### src/rtl/ram_sp32x8_if.sv
// Bus bundle for the single-port scratch RAM: one shared address, a write strobe,
// write data, and registered read data.
interface ram_sp32x8_if #(
  parameter int DATA_WIDTH = 8,
  parameter int ADDR_WIDTH = 5
);
  logic [DATA_WIDTH-1:0] d_in;
  logic [ADDR_WIDTH-1:0] address;
  logic                  w;
  logic [DATA_WIDTH-1:0] out;

  modport master (
    output d_in,
    output address,
    output w,
    input  out
  );

  modport slave (
    input  d_in,
    input  address,
    input  w,
    output out
  );
endinterface

### src/rtl/ram_sp32x8.sv
// Single-port RAM in flops, cleared by async reset; read data is registered (1 cycle).
// No backpressure: one access per clock, and write cycles leave the output register untouched.
module ram_sp32x8 #(
  parameter int DATA_WIDTH = 8,
  parameter int ADDR_WIDTH = 5
) (
  input  logic         clk,
  input  logic         rst_n,
  ram_sp32x8_if.slave  bus
);

  localparam int DEPTH = 2 ** ADDR_WIDTH;

  logic [DATA_WIDTH-1:0] mem_q [DEPTH];
  logic [DATA_WIDTH-1:0] mem_d [DEPTH];
  logic [DATA_WIDTH-1:0] out_q;
  logic [DATA_WIDTH-1:0] out_d;

  // The per-word compare skips the access when address or w is unknown, so a bad
  // cycle never lands on some other word.
  always_comb begin
    mem_d = mem_q;
    out_d = out_q;
    for (int i = 0; i < DEPTH; i++) begin
      if (bus.address == ADDR_WIDTH'(i)) begin
        if (bus.w == 1'b1) begin
          mem_d[i] = bus.d_in;
        end else if (bus.w == 1'b0) begin
          out_d = mem_q[i];
        end
      end
    end
  end

  always_ff @(posedge clk or negedge rst_n) begin
    if (!rst_n) begin
      mem_q <= '{default: '0};
      out_q <= '0;
    end else begin
      mem_q <= mem_d;
      out_q <= out_d;
    end
  end

  assign bus.out = out_q;

endmodule

### src/flat_wrapper.sv
// flat-port wrapper written by rule: the top's interface ports become plain ports
module ram_sp32x8_flat 
#(
  parameter int DATA_WIDTH = 8,
  parameter int ADDR_WIDTH = 5
)
  (clk, rst_n, bus_d_in, bus_address, bus_w, bus_out);
  ram_sp32x8_if #(.DATA_WIDTH(DATA_WIDTH), .ADDR_WIDTH(ADDR_WIDTH)) bus_i ();
  input  logic clk;
  input  logic rst_n;
  input wire logic [$bits(bus_i.d_in)-1:0] bus_d_in;
  input wire logic [$bits(bus_i.address)-1:0] bus_address;
  input wire logic [$bits(bus_i.w)-1:0] bus_w;
  output wire logic [$bits(bus_i.out)-1:0] bus_out;
  assign bus_i.d_in = bus_d_in;
  assign bus_i.address = bus_address;
  assign bus_i.w = bus_w;
  assign bus_out = bus_i.out;
  ram_sp32x8 #(.DATA_WIDTH(DATA_WIDTH), .ADDR_WIDTH(ADDR_WIDTH)) u_core (.clk(clk), .rst_n(rst_n), .bus(bus_i));
endmodule
### config.mk
export PLATFORM = sky130hd
export DESIGN_NAME = ram_sp32x8_flat
export DESIGN_NICKNAME = d
export VERILOG_FILES = /design/src/rtl/ram_sp32x8_if.sv /design/src/rtl/ram_sp32x8.sv /design/src/flat_wrapper.sv
export SDC_FILE = /design/constraint.sdc
export NUM_CORES = 1
export LEC_CHECK = 0
export CORE_MARGIN = 2
export CORE_UTILIZATION = 45
export CTS_CLUSTER_SIZE = 30
export DETAILED_ROUTE_END_ITERATION = 10
export GPL_TIMING_DRIVEN = 0
export PLACE_DENSITY = 0.69
export SETUP_SLACK_MARGIN = 0.15
export SYNTH_ARGS = -nofsm -noshare
export SYNTH_HDL_FRONTEND = slang
export SYNTH_SLANG_ARGS = --single-unit
### constraint.sdc
create_clock -name clk -period 3.51 [get_ports clk]
set_input_delay 0.5265 -clock clk [delete_from_list [all_inputs] [get_ports clk]]
set_output_delay 0.5265 -clock clk [all_outputs]
set_load 0.03 [all_outputs]
==> results by group <==
Flow run
  – Max Cap Violations: 0

Synthesis
  – Mux share of post-synthesis cell area: 0.274
  – Primary FF master, synth: dfrtp_1
  – Seq/Total Area, Yosys: 0.498
  – Synth cell types: 73
  – Post-Synth Adder-Cell Area: 0
  – Synth Area in Simple Gates: 0.0939
  – #FFs+latches synth: 264
  – YS warnings: 0
  – Xor and xnor fraction of the mapped netlist area: 0.000661
  – Largest family of logic cells by synthesized area: multiplexers
  – Syn nets: 1,105
  – Synthesized instance count: 1,089
  – Async S/R FF share, synth: 1.00
  – EDFF count, synth: 0
  – Mapped Avg Cell Area: 12.2 µm²
  – Synth Area in Compound Gates: 0.103
  – Synth Cell Area: 13,300 µm²

Power and ir drop
  – Peak VDD IR: 0.333 mV
  – Sw Pwr: 2220 µW
  – Final Power: 8440 µW
  – Sw frac: 0.263
  – Cell area power density: 562 nW/µm²
  – Gate power share: 0.162
  – Int Power: 6220 µW
  – Seq pwr share: 0.476
  – Clock network fraction of design power: 0.363
  – P_leak: 0.00649 µW

Critical path
  – CP arrival: 3.66 ns
  – Startpoint Class: primary input
  – Crit Path Category: primary input to flip-flop
  – Crit path max fanout: 10
  – Worst EP required: 3.89 ns
  – Type of destination of the critical path: flip-flop

CTS
  – Postcts setup bufs: 0
  – Clock buffer depth: 3
  – Root Buffer: clkbuf_16
  – Clk Latency, worst-skew pair: 0.55 ns
  – Clk pin slew, worst setup/hold paths: 0.06 ns
  – CTS tree: yes
  – Sink Count: 264
  – CTS buffer count: 28
  – H-tree levels: 1

Floorplanning
  – Die area: 30,900 µm²
  – # rows: 62
  – Die width: 176 µm
  – Initial Util: 0.459
  – CORE AREA: 28,900 µm²
  – Die height: 176 µm
  – Io pins: 24

Place
  – Post-DP HPWL: 28.5 mm
  – Cell count after placement: 1,498
  – Gpl congestion: 0.985
  – Dpl cell area: 14,000 µm²
  – Port bufs: 23

Detailed routing
  – Avg Vias per Cell: 6.38
  – Routed Antenna Nets: 0
  – Vias after detailed routing: 9,886
  – DRT iter0 DRCs: 1,145
  – DRC errors left: 0
  – Routed length per instance: 26.2 µm
  – First-pass DRT Iterations: 6
  – Final wirelength: 40.6 mm

Final layout
  – Final non-filler cell total: 1,550
  – Commonest non-fill, non-tap cell in the layout: mux2_2
  – Filler cells: 2,576
  – Share of layout cells above drive strength 1: 0.341
  – Multi-input gate area: 6260 µm²
  – Area Overhead vs Synth: 13.2%
  – Cell area after layout: 15,000 µm²
  – Seq. cell area: 6610 µm²
  – Commonest non-fill, non-tap cells in the layout: mux2_2 (272), dfrtp_1 (264), nand2_1 (59)
  – # diodes: 0
  – Layout Nets: 1,161

STA
  – Final setup violation count: 0
  – Relative slew margins: 0.192
  – Tcrit/Tclk final: 0.934
  – Minimum clock period: 3.28 ns
  – F_max: 305 MHz
  – Worst slew pin tran: 1.21 ns
  – Hold Fails Final Rpt: 0
  – Final-report max-slew violation count: 0
  – Max Clock Skew: 0.0106 ns
  – RSZ-0062 raised after global routing: false
  – Setup TNS: 0 ns

GRT
  – Global route total overflow: 0
  – Initial antenna violation count: 1
  – Global-route wire length before repair: 61.2 mm
  – Largest net degree at the start of global routing: 123
  – GRT Util Overall: 0.266
  – Vias in the first global route: 10,100

Outcome
  – Status: completed

Worst hold path
  – Tightest Hold Check Type: flip-flop to flip-flop
layer usage:
layer / wire (µm) / track usage
met1: 16700 / 0.366
met2: 18500 / 0.418
met3: 3470 / 0.0433
met4: 1830 / 0.115
met5: 0 / 0
worst max-delay path, stage by stage:
cell	delay (ns)
clkdlybuf4s50_1	0.46
buf_4	0.21
nor4b_2	0.62
buf_2	0.38
nand2_1	0.29
o221ai_1	0.36
nor4_1	0.09
a211oi_1	0.51
o21ai_1	0.20
cell families (layout without fill, tap and decap cells):
logic type	after synthesis	after routing
multiplexers	313	313
buffers and inverters	88	165
flip-flops	264	264
AND/OR/NAND/NOR	231	231
AO/OA/AOI/OAI	192	192
XOR/XNOR	1	1
per-stage QoR:
step | utilization | setup slack (ns) | hold slack, ns
finish | 0.520 | 0.231 | 0.499
global route | 0.520 | 0.187 | 0.509
CTS | 0.520 | 0.302 | 0.501
detailed placement | 0.486 | -0.285 | 0.487
global placement | 0.484 | -9.32 | 0.479
floorplan | - | 1.26 | 0.231
cell usage after synthesis, drive strengths merged, types with 9 or more instances:
library cell,instances,share of area
mux4,13,0.022
buf,40,0.017
o221ai,9,0.0059
o211ai,12,0.0068
dfrtp,264,0.50
clkbuf,46,0.013
a221oi,13,0.0086
a211oi,12,0.0068
o21ai,34,0.013
a22oi,9,0.0051
nand3,25,0.0094
nor2,53,0.018
mux2i,28,0.021
mux2,272,0.23
a21oi,37,0.014
and3,12,0.0057
nand2b,10,0.0047
nor3,19,0.0072
nand2,60,0.017
final timing paths:
path	start	end	slack, ns	cells after the start
max	bus_w	u_core.bus.out[5]$_DFF_PN0_	0.23	9
max reg2reg	u_core.mem_q[237]$_DFFE_PN0P_	u_core.bus.out[5]$_DFF_PN0_	1.13	5
min	u_core.mem_q[216]$_DFFE_PN0P_	u_core.mem_q[216]$_DFFE_PN0P_	0.50	1
min reg2reg	u_core.mem_q[216]$_DFFE_PN0P_	u_core.mem_q[216]$_DFFE_PN0P_	0.50	1
max in group asynchronous	rst_n	u_core.mem_q[111]$_DFFE_PN0P_	1.59	4
min in group asynchronous	rst_n	u_core.mem_q[50]$_DFFE_PN0P_	0.53	2
flip-flops by register name, indices dropped and copies added (netlist names):
signal          cells
u_core.bus.out      8
u_core.mem_q      256
final cells by class:
type / instances / share of cell area
flip-flops and latches: 264 / 0.440
multi-input cells: 737 / 0.417
clock buffers: 44 / 0.0587
well taps: 384 / 0.0320
plain buffers: 86 / 0.0264
repair buffers: 26 / 0.0200
clock inverters: 7 / 0.00567
inverters: 2 / 0.000500
what timing repair did:
item,in CTS,in global routing
endpoints found under the hold margin,71,0
resized for setup,0,5
setup endpoints to repair,0,2
hold buffers,1,0
power by group through the flow:
stage / registers, µW / clock network, µW / logic, µW
final: 4020 / 3060 / 1360
after global routing: 4080 / 3230 / 1470
after CTS: 4000 / 3110 / 1360
after detailed placement: 4050 / 0 / 1350
after global placement: 4030 / 0 / 1300
after floorplan: 3960 / 0 / 937
No activity file was read; power rests on OpenSTA's default activity.
